$ cat config.mk
export PLATFORM = sky130hd
export DESIGN_NAME = fix_mult_booth_seq
export DESIGN_NICKNAME = d
export VERILOG_FILES = /design/src/rtl/fix_mult_pkg.sv /design/src/rtl/booth_r4_enc.sv /design/src/rtl/fix_mult_booth_seq.sv
export SDC_FILE = /design/constraint.sdc
export NUM_CORES = 1
export LEC_CHECK = 0
export ABC_AREA = 1
export BUFFER_PORTS_ARGS = -buffer_cell sky130_fd_sc_hd__buf_4
export CORE_MARGIN = 1
export CORE_UTILIZATION = 35
export CTS_CLUSTER_DIAMETER = 60
export DETAILED_ROUTE_END_ITERATION = 16
export MAX_ROUTING_LAYER = met4
export PLACE_DENSITY = 0.53
export SETUP_SLACK_MARGIN = 0.3
export SLEW_MARGIN = 20
export SYNTH_ARGS = -nofsm -noshare
export SYNTH_HDL_FRONTEND = slang
export SYNTH_SLANG_ARGS = --single-unit
$ cat constraint.sdc
create_clock -name clk -period 6.31 [get_ports clk]
set_input_delay 1.262 -clock clk [delete_from_list [all_inputs] [get_ports clk]]
set_output_delay 1.262 -clock clk [all_outputs]
set_load 0.1 [all_outputs]
$ cat src/rtl/fix_mult_pkg.sv
// Shared types and helpers for the sequential radix-4 Booth fixed-point multiplier.
package fix_mult_pkg;

    localparam int unsigned MAX_W = 128;

    typedef enum logic [1:0] {IDLE, CALC, DONE} state_e;

    typedef enum logic [2:0] {ZERO, P1, P2, M1, M2} booth_digit_e;

    function automatic int unsigned booth_iter(input int unsigned width);
        return (width + 2) / 2;
    endfunction

    // Saturation bound for an out-of-range value, chosen by its sign and the mode.
    function automatic logic [MAX_W-1:0] sat_clamp(input logic [MAX_W-1:0] value,
                                                   input int unsigned width,
                                                   input logic is_signed);
        logic [MAX_W-1:0] ones;
        ones = {MAX_W{1'b1}} >> (MAX_W - width);
        if (!is_signed) return ones;
        if (value[MAX_W-1]) return ~(ones >> 1) & ones;
        return ones >> 1;
    endfunction

endpackage

$ cat src/rtl/booth_r4_enc.sv
// Radix-4 Booth digit decoder: 3-bit multiplier window -> digit and signed partial product.
module booth_r4_enc
    import fix_mult_pkg::*;
#(
    parameter int unsigned INPUT_WIDTH = 16
) (
    input  logic [2:0]             window_i,
    input  logic [INPUT_WIDTH+1:0] multiplicand_i,
    output booth_digit_e           digit_o,
    output logic [INPUT_WIDTH+2:0] partial_o
);

    localparam int unsigned PPW = INPUT_WIDTH + 3;

    logic [PPW-1:0] a1;
    logic [PPW-1:0] a2;

    assign a1 = {multiplicand_i[INPUT_WIDTH+1], multiplicand_i};
    assign a2 = {multiplicand_i, 1'b0};

    always_comb begin
        digit_o = ZERO;
        unique case (window_i)
            3'b000, 3'b111: digit_o = ZERO;
            3'b001, 3'b010: digit_o = P1;
            3'b011:         digit_o = P2;
            3'b100:         digit_o = M2;
            3'b101, 3'b110: digit_o = M1;
            default:        digit_o = ZERO;
        endcase
    end

    always_comb begin
        partial_o = '0;
        case (digit_o)
            P1:      partial_o = a1;
            P2:      partial_o = a2;
            M1:      partial_o = -a1;
            M2:      partial_o = -a2;
            default: partial_o = '0;
        endcase
    end

endmodule

$ cat src/rtl/fix_mult_booth_seq.sv
// Iterative radix-4 Booth multiplier with scaling, rounding and saturation; one op in flight.
module fix_mult_booth_seq
    import fix_mult_pkg::*;
#(
    parameter int unsigned INPUT_WIDTH  = 16,
    parameter int unsigned OUTPUT_WIDTH = 32,
    parameter int unsigned FRAC_BITS    = 0,
    parameter bit          ROUND_EN     = 1'b1,
    parameter bit          SAT_EN       = 1'b1
) (
    input  logic                    clk,
    input  logic                    rst_n,
    input  logic                    in_valid,
    output logic                    in_ready,
    input  logic [INPUT_WIDTH-1:0]  multiplicand,
    input  logic [INPUT_WIDTH-1:0]  multiplier,
    input  logic                    signed_mode,
    output logic                    out_valid,
    input  logic                    out_ready,
    output logic [OUTPUT_WIDTH-1:0] result,
    output logic                    overflow,
    output logic                    busy
);

    localparam int unsigned W      = INPUT_WIDTH;
    localparam int unsigned EW     = W + 2;
    localparam int unsigned AW     = 2 * W + 4;
    localparam int unsigned PW     = 2 * W + 2;
    localparam int unsigned ITER   = booth_iter(W);
    localparam int unsigned CNT_W  = $clog2(ITER);
    localparam int unsigned RND_SH = (FRAC_BITS > 0) ? FRAC_BITS - 1 : 0;
    localparam logic [PW-1:0] RND_ADD =
        (ROUND_EN && FRAC_BITS > 0) ? (PW'(1) << RND_SH) : '0;

    state_e                  state_q, state_d;
    logic [EW-1:0]           a_q, a_d, b_q, b_d;
    logic                    mode_q, mode_d;
    logic [AW-1:0]           acc_q, acc_d;
    logic [CNT_W-1:0]        cnt_q, cnt_d;
    logic [OUTPUT_WIDTH-1:0] result_q, result_d;
    logic                    ovf_q, ovf_d;

    logic [EW:0]             b_pad;
    logic [2:0]              window;
    booth_digit_e            digit;
    logic [EW:0]             pp;
    logic [AW-1:0]           pp_ext;
    logic [AW-1:0]           acc_next;
    logic [PW-1:0]           rounded;
    logic [PW-1:0]           scaled;
    logic                    fits;
    logic [OUTPUT_WIDTH-1:0] clamp;
    logic [OUTPUT_WIDTH-1:0] final_res;

    // Window {b[2i+1], b[2i], b[2i-1]} with b[-1] supplied by the padded zero.
    assign b_pad  = {b_q, 1'b0};
    assign window = 3'(b_pad >> {cnt_q, 1'b0});

    booth_r4_enc #(
        .INPUT_WIDTH(W)
    ) u_enc (
        .window_i      (window),
        .multiplicand_i(a_q),
        .digit_o       (digit),
        .partial_o     (pp)
    );

    assign pp_ext   = {{(W + 1){pp[EW]}}, pp};
    assign acc_next = acc_q + ((digit == ZERO) ? '0 : (pp_ext << {cnt_q, 1'b0}));

    // Extended operands keep the product sign-correct in both modes, so one arithmetic
    // shift serves signed and unsigned alike.
    assign rounded = acc_next[PW-1:0] + RND_ADD;
    assign scaled  = $signed(rounded) >>> FRAC_BITS;

    assign fits = mode_q ? ((&scaled[PW-1:OUTPUT_WIDTH-1]) | ~(|scaled[PW-1:OUTPUT_WIDTH-1]))
                         : ~(|scaled[PW-1:OUTPUT_WIDTH]);

    assign clamp     = OUTPUT_WIDTH'(sat_clamp({{(MAX_W - PW){scaled[PW-1]}}, scaled},
                                               OUTPUT_WIDTH, mode_q));
    assign final_res = (!fits && SAT_EN) ? clamp : scaled[OUTPUT_WIDTH-1:0];

    always_comb begin
        state_d   = state_q;
        a_d       = a_q;
        b_d       = b_q;
        mode_d    = mode_q;
        acc_d     = acc_q;
        cnt_d     = cnt_q;
        result_d  = result_q;
        ovf_d     = ovf_q;
        in_ready  = 1'b0;
        out_valid = 1'b0;
        unique case (state_q)
            IDLE: begin
                in_ready = 1'b1;
                if (in_valid) begin
                    a_d     = {{2{multiplicand[W-1] & signed_mode}}, multiplicand};
                    b_d     = {{2{multiplier[W-1] & signed_mode}}, multiplier};
                    mode_d  = signed_mode;
                    acc_d   = '0;
                    cnt_d   = '0;
                    state_d = CALC;
                end
            end
            CALC: begin
                acc_d = acc_next;
                cnt_d = cnt_q + 1'b1;
                if (cnt_q == CNT_W'(ITER - 1)) begin
                    result_d = final_res;
                    ovf_d    = ~fits;
                    state_d  = DONE;
                end
            end
            DONE: begin
                out_valid = 1'b1;
                if (out_ready) state_d = IDLE;
            end
            default: state_d = IDLE;
        endcase
    end

    always_ff @(posedge clk or negedge rst_n) begin
        if (!rst_n) begin
            state_q  <= IDLE;
            a_q      <= '0;
            b_q      <= '0;
            mode_q   <= 1'b0;
            acc_q    <= '0;
            cnt_q    <= '0;
            result_q <= '0;
            ovf_q    <= 1'b0;
        end else begin
            state_q  <= state_d;
            a_q      <= a_d;
            b_q      <= b_d;
            mode_q   <= mode_d;
            acc_q    <= acc_d;
            cnt_q    <= cnt_d;
            result_q <= result_d;
            ovf_q    <= ovf_d;
        end
    end

    assign result   = result_q;
    assign overflow = ovf_q;
    assign busy     = (state_q != IDLE);

endmodule

# Yosys cells after proc, flatten, opt, wreduce, memory -nomap -nowiden
# Memory sizes are Yosys's and may differ from the RTL's.
# Index checks and enable logic that the tools add are counted.
# word_totals
regBits	110
latchBits	0
mem_bits_rw	0
rom_bits	24
input_bits	37
output_inout_bits	36
elab_cells	62
memories	1
# classes
add_sub_neg	4
multipliers	0
n_div	0
order_cmp	0
eq_ne	10
shifts	2
mux	20
bitwise_logic	6
n_reduce_logical	11
# memory_table
name	words	word_bits	read_ports	rd_ports_with_merged_regs	wr	line	text
(no name shown)	8	3	1	0	0	booth_r4_enc.sv:23	unique case (window_i)
# ops
cell	n
32-bit 2-to-1 mux	5
19-bit one-hot mux with 4 select lines	1
36-bit 2-to-1 mux	2
36-bit one-hot mux with 2 select lines	1
19-bit negation	2
36-bit adder	1
36-bit by 5-bit << shifter with 36-bit output	1
19-bit by 5-bit right shift with 3-bit output	1
4-bit one-hot mux with 2 select lines	1
3-bit by 2-bit equality test with 1-bit output (second input constant)	2
2-bit 2-to-1 mux	3
2-bit != test (second input constant)	3
2-bit one-hot mux with 3 select lines	1
2-bit AND reduction	3
3-bit AND reduction	2
1-bit 2-to-1 mux	5
4-bit by 1-bit adder with 4-bit output (second input constant)	1
4-bit equality test (second input constant)	1
4-bit 2-to-1 mux	1
2-bit nonzero test	2
3-bit by 1-bit equality test with 1-bit output (second input constant)	1
3-bit equality test (second input constant)	1
3-bit zero test	1
1-bit NOT	3
other kinds (7)	8

# Depth between registers and ports, before layout
# Gate-level depths: netlist of run 1.
# An unclocked memory read counts as a cell.
# depth
word_depth	12
mapped_depth	43
ltp_nobuf	39

# By module
# A second synthesis of run 1 with hierarchy kept.
# hier_totals
hier_cells	1338
hier_area_um2	8829.7
# modules_own_cells
module	instances	cells_each	area_each_um2
fix_mult_booth_seq	1	1141	7845.0
booth_r4_enc	1	197	984.7

# Worst setup path before layout of run 1
# Ideal clock, no wire load.
# synth_timing
path_type	register to register
startpoint	register cnt_q[0]
endpoint	register result_q[18], in the netlist result[18]
setup_time_ns	0.120
arrival_time_ns	5.594
required_ns	6.190
setup_slack_ns	0.596
path_stages_with_launch	40
cell_sequence	dfrtp_1 > inv_2 > buf_2 > buf_1 > nor2_1 > a211oi_1 > a311oi_1 > a311oi_1 > a21oi_1 > ha_1 > inv_1 > nand4_2 > inv_2 > a22oi_1 > o221ai_1 > o21ai_0 > o21ai_0 > o21ai_0 > [4 not listed] > clkbuf_1 > nand2_1 > nor2_1 > inv_1 > nor4_1 > nand3_1 > nand3_1 > xnor2_1 > inv_1 > nand2_2 > nand3_2 > nand2_2 > nand2_2 > nand2_4 > buf_4 > nand2_1 > nand2_1 > nand2_1
# synth_between
elab_chain_len	12
elab_cells_between_ends	26
classes_between	add/sub: 1; eq/ne: 5; shift: 2; mux: 9; bitwise: 3; reduce/logical: 5; memory: 1
# synth_lines
item	line	text
from (decl)	fix_mult_booth_seq.sv:39	logic [CNT_W-1:0] cnt_q, cnt_d;
from (signal assigned)	fix_mult_booth_seq.sv:139	cnt_q <= cnt_d;
19-bit by 5-bit right shift with 3-bit output	fix_mult_booth_seq.sv:57	assign window = 3'(b_pad >> {cnt_q, 1'b0});
memory read 8 x 3 bit	-	
3-bit equality test (tied with other cells)	booth_r4_enc.sv:35	case (digit_o)
19-bit one-hot mux with 4 select lines	booth_r4_enc.sv:35	
36-bit by 5-bit << shifter with 36-bit output	fix_mult_booth_seq.sv:69	assign acc_next = acc_q + ((digit == ZERO) ? '0 : (pp_ext << {cnt_q, 1'b0}));
36-bit 2-to-1 mux	fix_mult_booth_seq.sv:69	
36-bit adder	fix_mult_booth_seq.sv:69	
1-bit 2-to-1 mux / 3-bit OR reduction (equally long branches)	fix_mult_pkg.sv:21, fix_mult_booth_seq.sv:76	
1-bit 2-to-1 mux / 1-bit NOT (equally long branches)	fix_mult_pkg.sv:21, fix_mult_booth_seq.sv:76	
32-bit 2-to-1 mux / 1-bit bitwise OR (equally long branches)	fix_mult_pkg.sv:22, fix_mult_booth_seq.sv:76	
32-bit 2-to-1 mux / 1-bit 2-to-1 mux (equally long branches)	fix_mult_pkg.sv:21, fix_mult_booth_seq.sv:76	
32-bit 2-to-1 mux	fix_mult_booth_seq.sv:81	assign final_res = (!fits && SAT_EN) ? clamp : scaled[OUTPUT_WIDTH-1:0];
to (signal assigned)	fix_mult_booth_seq.sv:140	result_q <= result_d;
to (decl)	fix_mult_booth_seq.sv:40	logic [OUTPUT_WIDTH-1:0] result_q, result_d;
# Several ways; a longest one is shown, not always the timed one. The select of a mux whose other input is x is not followed.
# A chain may end at the register's enable or synchronous reset.

# Final worst setup path of run 1
# layout_timing
startpoint	register cnt_q[0]
endpoint	register result_q[13], in the netlist result[13]
# The elaborated chain is that of the path after synthesis.

==> metrics.txt, run 1 <==
met3 wire len=937 um; CTS tree=yes; M1 WL=12700 um; Register Area=2700 um2; row cnt=56; CP max FO=21; RSZ-0062 raised after global routing=yes; largest stage delay on the critical path=0.43 ns; top cell type's share of synthesized area=0.325; Synth Cell Area=8310 um2; Critical path origin=cnt_q[0]$_DFFE_PN0P_; ys flop type=dfrtp_1; critical path class=reg2reg; setup ws final=0.560 ns; H-tree depth=3; first-pass GRT wire length=40600 um; routed via count=8097; vias in the first global route=7698; Final Instance Area=9980 um2; startpoint types=flip-flop; clk sinks=108; dpl ws=0.143 ns; Mapped Avg Cell Area=6.91 um2; hold path startpoint=b_q[8]$_DFFE_PN0P_; largest net degree at the start of global routing=63; DRC viols=0; reg2reg setup slack=0.56 ns; top post-synthesis cells by count=361 x nand2_1, 119 x inv_1, 108 x dfrtp_1, 100 x nor2_1, 93 x o21ai_0; number of flops mapped to enable cells by yosys=0; WHS=0.484 ns; root buf cell=clkbuf_16; GPL Wtd Cong=0.926; Starting Density=0.355; Clock Path Buffers=2; top layer in use=met4; Tcrit/Tclk final=0.911; clk slew on worst S/H paths=0.09 ns; Synthesis Warnings=0; setup tns final=0 ns; slowest library cell on the worst path=dfrtp_1; WL per Instance=15.8 um; IO Count=73; drt first pass iters=6; relative slew slack=0.340; placed inst area=9270 um2; max-cap check violation count=0; Setup crit end kind=flip-flop; Layout Nets=1355; floorplan core area=23400 um2; Max Slew Vio Count=0; chip height=156 um; Post-synth ARST share=1.00; Fmax achieved=174 MHz; Routed Antenna Nets=0; largest cells by area after synthesis=dfrtp_1 33%, nand2_1 16%, ha_1 5.7%, o21ai_0 5.6%, inv_1 5.4%; CP most frequent cell=nand2_1; antenna cells=0; net count after synthesis=1279; post-route minimum period=5.75 ns; RR Startpoint=cnt_q[0]$_DFFE_PN0P_; HPWL Detailed=18800 um; Hold Fails Final Rpt=0; die width=156 um; Fin Clk Skew=0.0200 ns; Mapped Cells=1203; GRT overflow=0; drt total wl=25300 um; arrival time worst endpoint=6.01 ns; Die ar.=24400 um2; multi-input logic area=5240 um2; pin slew with the least headroom to its limit=0.985 ns; clk_lat worst skew=0.38 ns; GRT Overall Usage=0.218; run status=completed; Final setup viols=0; data required time of the critical path=6.57 ns; sequential area share after synthesis=0.325; layout cell share with drive strength beyond 1=0.181; Synth cell types=51; fill cell count=2485; hold crit path type=reg2reg; Yosys reg bits=108; leading area contributor after synthesis=dfrtp_1; top-count cell post-synth=nand2_1; cts bufs inserted=9; initial antenna violation count=0; port bufs=72; vias per cell=5.05; metal2 WL=11300 um; initial drt markers=524; Layout area overhead=20.2%
-- layout by cell type, fill, tap and decap left out, types with 3 or more instances in the layout --
master / n
nand2_2: 7
xnor2_1: 12
o221ai_1: 8
a31oi_1: 7
inv_2: 9
o31ai_1: 3
nor2_2: 14
nand2_4: 7
a21oi_1: 53
nand2_1: 359
a31oi_2: 5
nand3_4: 3
nand4_1: 7
ha_1: 30
nand3_2: 13
inv_6: 3
o21ai_0: 71
inv_1: 116
nor2_1: 89
a21o_1: 8
ha_2: 4
nor3_1: 4
a22oi_1: 6
a21oi_2: 4
dfrtp_1: 108
xor2_1: 24
clkbuf_16: 9
o21ai_1: 17
o21ai_2: 12
o22ai_1: 9
a22o_1: 21
buf_4: 111
ha_4: 4
nand3_1: 80
-- cell type report --
type	instances	share of cell area
multi-input cells	920	0.524
well taps	319	0.0400
clock buffers	9	0.0226
repair buffers	113	0.0870
clock inverters	7	0.00727
inverters	127	0.0480
flip-flops and latches	108	0.271
-- critical path: cells and delay by family, from the launching register on --
kind | cells | cell delay [ns]
mux | 1 | 0.15
compound gates | 10 | 1.83
simple gates | 12 | 1.28
flops | 1 | 0.43
fa+ha+maj | 2 | 0.66
buf+inv | 7 | 1.07
xor+xnor | 1 | 0.22
-- registers in the layout (all words and copies together), names as in the netlist --
name      flops
a_q          17
state_q       2
mode_q        1
acc_q        34
overflow      1
cnt_q         4
result       32
b_q          17
-- layer usage --
layer  vias to the layer above  global-route usage
met5                         -                   -
met4                         0              0.0528
met3                        23              0.0306
met2                       152               0.332
met1                      3785               0.302
li1                       4137                   -
-- cells by family (layout without fill, tap and decap cells) --
kind of cell	after synthesis	after routing	synth area share
xor+xnor	38	38	0.0401
simple gates	593	596	0.306
compound gates	245	245	0.180
buf+inv	178	256	0.0863
mux	2	2	0.00241
flops	108	108	0.325
fa+ha+maj	39	39	0.0596
-- worst paths after layout --
check	end	cells past startpoint
min	b_q[8]$_DFFE_PN0P_	2
min in group asynchronous	a_q[8]$_DFFE_PN0P_	1
max reg2reg	result[13]$_DFFE_PN0P_	33
max in group asynchronous	acc_q[29]$_DFFE_PN0P_	2
min reg2reg	b_q[8]$_DFFE_PN0P_	2
max	result[13]$_DFFE_PN0P_	33
-- per-stage QoR --
step / std cells / utilization
2_1_floorplan: 1203 / -
3_3_place_gp: 1576 / 0.396
3_5_place_dp: 1576 / 0.396
4_1_cts: 1592 / 0.410
5_1_grt: 1603 / 0.427
6_report: 1603 / 0.427
-- repair_timing --
item | 4_1_cts | 5_1_grt
hold endpoints to repair | 0 | 0
pin swaps | 0 | 18
setup buffers | 0 | 8
cloned | 0 | 3
hold buffers | 0 | 0
endpoints found under the setup margin | 33 | 41
resized for setup | 7 | 85
Power of run 1 is left out: the tool's default activity adds up to more than one toggle a clock period on the data nets, which glitch-free logic cannot reach.
==> run 2, diff against run 1 <==
- ABC_AREA: 1 -> 0
==> run 2 against run 1 <==
Effect of this change: the flow now finishes with violations (negative setup slack); wire length increased by 11%; flip-flop and latch count unchanged; fmax decreased by 15%; core utilization increased by 8.6 points; die area increased by 0.86%; first-iteration DRC count increased by 4.6%; via count increased by 8.0%; global-route usage increased by 2.3 points; count of clock-buffer cells in the layout unchanged; non-clock buffer count increased by 202; final cell count increased by 2.2%; largest cell class unchanged; highest routed layer unchanged.
==> metrics.txt, run 2 <==
run status=complete, but fails checks (was completed); failing checks=negative setup slack; layout cell share with drive strength beyond 1=0.342 (was 0.181); max-cap check violation count=0 (unchanged); largest net degree at the start of global routing=67 (was 63); reg2reg setup slack=-0.45 ns (was 0.56 ns); top-count cell post-synth=nand2_1 (unchanged); post-route minimum period=6.76 ns (was 5.75 ns); Post-synth ARST share=1.00 (unchanged); data required time of the critical path=6.55 ns (was 6.57 ns); CP top delay family=compound AO/OA/AOI/OAI gates (unchanged); Yosys reg bits=108 (unchanged); clk_lat worst skew=0.38 ns (about the same); sequential area share after synthesis=0.322 (was 0.325); Layout Nets=1391 (was 1355); slowest library cell on the worst path=mux4_2 (was dfrtp_1); register bank with the most flops=acc_q (unchanged); Starting Density=0.357 (was 0.355); largest cells by area after synthesis=dfrtp_1 32%, nand2_1 9.5%, ha_1 5.7%, o21ai_0 5.6%, nor2_1 4.3% (was dfrtp_1 33%, nand2_1 16%, ha_1 5.7%, o21ai_0 5.6%, inv_1 5.4%); floorplan core area=23500 um2 (was 23400 um2); largest stage delay on the critical path=0.50 ns (was 0.43 ns); clk sinks=108 (unchanged); root buf cell=clkbuf_16 (unchanged); drt total wl=28000 um (was 25300 um); dpl ws=-0.692 ns (was 0.143 ns); vias in the first global route=8572 (was 7698); Fin Clk Skew=0.0195 ns (was 0.0200 ns); buffer and inverter count on the worst path=6 (was 7); Setup crit end kind=flip-flop (unchanged); crit path capture=result[7]$_DFFE_PN0P_ (was result[13]$_DFFE_PN0P_); Hold Fails Final Rpt=0 (unchanged); clk slew on worst S/H paths=0.09 ns (about the same); vias per cell=5.34 (was 5.05); GPL Wtd Cong=0.900 (was 0.926); GRT Overall Usage=0.241 (was 0.218); row cnt=56 (unchanged); max FFs per register=34 (unchanged); drt first pass iters=5 (was 6); FF-to-FF End=result[7]$_DFFE_PN0P_ (was result[13]$_DFFE_PN0P_); Routed Antenna Nets=0 (unchanged); Synthesis Warnings=0 (unchanged); leading area contributor after synthesis=dfrtp_1 (unchanged); arrival time worst endpoint=7.00 ns (was 6.01 ns); initial drt markers=548 (was 524); chip height=157 um (was 156 um); Reg2Reg Depth=31 (was 33); H-tree depth=3 (unchanged); Clock Path Buffers=2 (unchanged); Mapped Avg Cell Area=7.93 um2 (was 6.91 um2); routed via count=8747 (was 8097); relative slew slack=0.413 (was 0.340); Hold Buf Count CTS=0 (unchanged); critical path class=reg2reg (unchanged); CTS tree=yes (unchanged); WL per Instance=17.1 um (was 15.8 um); RR Startpoint=cnt_q[0]$_DFFE_PN0P_ (unchanged); net count after synthesis=1133 (was 1279); Final setup viols=33 (was 0); Die ar.=24600 um2 (was 24400 um2); HPWL Detailed=19700 um (was 18800 um); top post-synthesis cells by count=211 x nand2_1, 108 x dfrtp_1, 97 x nor2_1, 94 x o21ai_0, 55 x a21oi_1 (was 361 x nand2_1, 119 x inv_1, 108 x dfrtp_1, 100 x nor2_1, 93 x o21ai_0); Tcrit/Tclk final=1.07 (was 0.911); Critical path origin=cnt_q[0]$_DFFE_PN0P_ (unchanged); commonest cells after routing, fill and taps aside=282 x buf_4, 208 x nand2_1, 107 x dfrtp_1, 92 x nor2_1, 75 x o21ai_0 (was 359 x nand2_1, 116 x inv_1, 111 x buf_4, 108 x dfrtp_1, 89 x nor2_1); CP max FO=8 (was 21); Max Slew Vio Count=0 (unchanged); DRC viols=0 (unchanged); initial antenna violation count=0 (unchanged); Mapped Cells=1057 (was 1203); die width=157 um (was 156 um); critical path depth in cells=31 (was 33); Fmax achieved=148 MHz (was 174 MHz); antenna cells=0 (unchanged); cts bufs inserted=9 (unchanged); setup ws final=-0.448 ns (was 0.560 ns); Synth cell types=71 (was 51); first-pass GRT wire length=45300 um (was 40600 um); pin slew with the least headroom to its limit=0.878 ns (was 0.985 ns); ys flop type=dfrtp_1 (unchanged); startpoint types=flip-flop (unchanged); top cell type's share of synthesized area=0.322 (was 0.325); commonest non-fill, non-tap cell in the layout=buf_4 (was nand2_1); IO Count=73 (unchanged); GRT overflow=0 (unchanged); number of flops mapped to enable cells by yosys=0 (unchanged); RSZ-0062 raised after global routing=yes (unchanged); port bufs=72 (unchanged); Synth Cell Area=8380 um2 (was 8310 um2); hold crit path type=reg2reg (unchanged); Layout area overhead=43.4% (was 20.2%)
-- run 2: final cells by class --
type / count / area (um2)
Fill cell: 2262 / 11500
Multi-Input combinational cell: 856 / 5910
Sequential cell: 108 / 2700
Timing Repair Buffer: 315 / 2580
Tap cell: 319 / 399
Clock buffer: 9 / 225
Clock inverter: 7 / 96.3
Inverter: 25 / 95.1
-- run 2: how the worst min path moves through the flow --
stage                         from                  end  slack (ns)  depth (start not counted)
6_report        b_q[6]$_DFFE_PN0P_   b_q[6]$_DFFE_PN0P_        0.48                          2
5_1_grt         b_q[6]$_DFFE_PN0P_   b_q[6]$_DFFE_PN0P_        0.51                          2
4_1_cts         b_q[0]$_DFFE_PN0P_   b_q[0]$_DFFE_PN0P_        0.49                          2
3_5_place_dp    b_q[0]$_DFFE_PN0P_   b_q[0]$_DFFE_PN0P_        0.46                          2
3_3_place_gp    b_q[0]$_DFFE_PN0P_   b_q[0]$_DFFE_PN0P_        0.47                          2
2_1_floorplan  b_q[12]$_DFFE_PN0P_  b_q[12]$_DFFE_PN0P_        0.44                          2
-- run 2: worst min-delay path: stages (launching register included) --
cell and delay (ns):
dfrtp_1 0.35, nand2_1 0.05, nand2_1 0.05
-- run 2: what timing repair did --
item	CTS	global route
resized for setup	72	79
gates cloned	3	0
buffers inserted	33	16
endpoints found under the setup margin	40	47
pin swaps	36	37
-- run 2: through the flow --
step / setup TNS [ns] / cells / hold slack, ns / util / instance area (um2)
floorplan: -4.49 / 1057 / 0.440 / - / 8530
global placement: -19.57 / 1571 / 0.469 / 0.450 / 10600
detailed placement: -21.26 / 1571 / 0.464 / 0.450 / 10600
CTS: -9.63 / 1623 / 0.485 / 0.492 / 11500
global route: -22.27 / 1639 / 0.508 / 0.512 / 12000
finish: -13.31 / 1639 / 0.478 / 0.512 / 12000
-- run 2: metal layers --
| layer | GRT usage | up-vias | wire [um] |
|---|---|---|---|
| li1 | - | 4318 | - |
| met1 | 0.320 | 4203 | 13300 |
| met2 | 0.390 | 185 | 13000 |
| met3 | 0.0252 | 41 | 1120 |
| met4 | 0.0626 | 0 | 552 |
| met5 | - | - | 0 |
-- run 2: logic make-up (layout without fill, tap and decap cells) --
logic type	after synthesis	in the layout	share of synthesized area
and+or+nand+nor	433	433	0.226
muxes	45	45	0.0643
buffers and inverters	93	356	0.0490
DFF	108	108	0.322
AOI/OAI and AO/OA	302	302	0.240
xor gates and xnor gates	37	37	0.0387
adders and majority gates	39	39	0.0591
Power of run 2 is left out for the same reason.
==> run 3, diff against run 2 <==
- CAP_MARGIN: unset -> 20
- CORE_UTILIZATION: 35 -> 45
- PLACE_DENSITY: 0.53 -> 0.64
==> run 3 against run 2 <==
Effect of this change: the run still ends with negative setup slack left; register-to-register slack got worse by 0.08 ns; global-route usage increased by 8.3 points; clock skew decreased by 0.0086 ns.
==> metrics.txt, run 3 (synthesis results as in run 2) <==
relative slew slack=0.294 (was 0.413); run status=complete, but fails checks (unchanged); post-route minimum period=6.84 ns (was 6.76 ns); root buf cell=clkbuf_16 (unchanged); IO Count=73 (unchanged); largest net degree at the start of global routing=73 (was 67); initial drt markers=724 (was 548); HPWL Detailed=19700 um (about the same); DRC viols=0 (unchanged); die width=138 um (was 157 um); port bufs=72 (unchanged); Starting Density=0.463 (was 0.357); Register Area=2700 um2 (unchanged); row cnt=49 (was 56); layout cell share with drive strength beyond 1=0.342 (about the same); routed via count=9106 (was 8747); H-tree depth=3 (unchanged); fill cell count=1482 (was 2262); slowest library cell on the worst path=mux4_2 (unchanged); CTS tree=yes (unchanged); Final setup viols=36 (was 33); chip height=138 um (was 157 um); vias in the first global route=9247 (was 8572); largest stage delay on the critical path=0.51 ns (was 0.50 ns); Fin Clk Skew=0.0109 ns (was 0.0195 ns); Layout area overhead=43.0% (was 43.4%); floorplan core area=18100 um2 (was 23500 um2); failing checks=negative setup slack (unchanged); post-layout util=0.663 (was 0.512); drt first pass iters=5 (unchanged); Routed Antenna Nets=0 (unchanged); clk_lat worst skew=0.37 ns (was 0.38 ns); clk slew on worst S/H paths=0.08 ns (was 0.09 ns); hold crit path type=reg2reg (unchanged); GRT Overall Usage=0.324 (was 0.241); Max Slew Vio Count=0 (unchanged); initial antenna violation count=0 (unchanged); Tcrit/Tclk final=1.08 (was 1.07); WL per Instance=18.6 um (was 17.1 um); RSZ-0062 raised after global routing=yes (unchanged); dpl ws=-0.692 ns (about the same); Fmax achieved=146 MHz (was 148 MHz); non-filler cells, final=1565 (was 1639); first-pass GRT wire length=47900 um (was 45300 um); Layout Nets=1407 (was 1391); arrival time worst endpoint=7.11 ns (was 7.00 ns); drt total wl=29100 um (was 28000 um); pin slew with the least headroom to its limit=1.06 ns (was 0.878 ns); commonest cells after routing, fill and taps aside=295 x buf_4, 208 x nand2_1, 107 x dfrtp_1, 95 x nor2_1, 78 x o21ai_0 (was 282 x buf_4, 208 x nand2_1, 107 x dfrtp_1, 92 x nor2_1, 75 x o21ai_0); antenna cells=0 (unchanged); multi-input logic area=5850 um2 (was 5910 um2); register bank with the most flops=acc_q (unchanged); CP max FO=8 (unchanged); Die ar.=19200 um2 (was 24600 um2); setup ws final=-0.531 ns (was -0.448 ns); GRT overflow=0 (unchanged); Setup crit end kind=flip-flop (unchanged); Hold Buf Count CTS=0 (unchanged); max-cap check violation count=0 (unchanged); max FFs per register=34 (unchanged); data required time of the critical path=6.58 ns (was 6.55 ns); startpoint types=flip-flop (unchanged); Clock Path Buffers=2 (unchanged); cts bufs inserted=9 (unchanged); Hold Fails Final Rpt=0 (unchanged); commonest non-fill, non-tap cell in the layout=buf_4 (unchanged); vias per cell=5.82 (was 5.34); critical path class=reg2reg (unchanged); GPL Wtd Cong=0.952 (was 0.900); WHS=0.493 ns (was 0.478 ns); clk sinks=108 (unchanged); CP most frequent cell=buf_4; placed cells=1487 (was 1571)
## run 3: cell count changes in the layout (fill, tap and decap cells not counted), sizes merged
cell,delta
buf,+16
bufinv,+1
inv,-1
## run 3: metal layers
layer  GRT usage  part of all wire  routed length [um]
met1       0.415              0.44               12900
met2       0.504              0.46               13500
met3      0.0530             0.056                1620
met4       0.143             0.037                1090
met5           -                 0                   0
## run 3: per-stage QoR
step                      area [um2]  TNS (ns)
after floorplan                 8530     -4.49
after global placement         10500    -18.85
after detailed placement       10500    -21.32
after CTS                      11900     -7.42
after global routing           12000    -28.10
final                          12000    -14.75
## run 3: worst max-delay path, delay by kind of cell, from the launching register on
kind                       cells  cell delay (ns)
and+or+nand+nor                5             0.63
DFF                            1             0.46
xor gates and xnor gates       1             0.18
buffers and inverters         17             2.17
adders and majority gates      2             0.61
AOI/OAI and AO/OA              8             1.37
muxes                          5             1.29
## run 3: path summary, 6_finish.rpt
path	slack, ns	to	start	cells past startpoint
setup / recovery	-0.53	result[17]$_DFFE_PN0P_	cnt_q[0]$_DFFE_PN0P_	38
hold / removal	0.49	b_q[2]$_DFFE_PN0P_	b_q[2]$_DFFE_PN0P_	2
setup reg to reg	-0.53	result[17]$_DFFE_PN0P_	cnt_q[0]$_DFFE_PN0P_	38
hold reg to reg	0.49	b_q[2]$_DFFE_PN0P_	b_q[2]$_DFFE_PN0P_	2
max in group asynchronous	4.19	result[9]$_DFFE_PN0P_	rst_n	2
min in group asynchronous	1.04	b_q[14]$_DFFE_PN0P_	rst_n	1
## run 3: layout make-up
| type | count | area share |
|---|---|---|
| Clock inverter | 7 | 0.00710 |
| Sequential cell | 108 | 0.226 |
| Inverter | 25 | 0.00794 |
| Multi-Input combinational cell | 856 | 0.488 |
| Tap cell | 229 | 0.0239 |
| Timing Repair Buffer | 331 | 0.229 |
| Clock buffer | 9 | 0.0188 |
## run 3: repair_timing
action | CTS | global route
gates resized for setup | 132 | 1
pin swaps | 54 | 3
setup endpoints to repair | 43 | 45
cloned | 5 | 0
buffers inserted | 51 | 6
Power of run 3 is left out for the same reason.
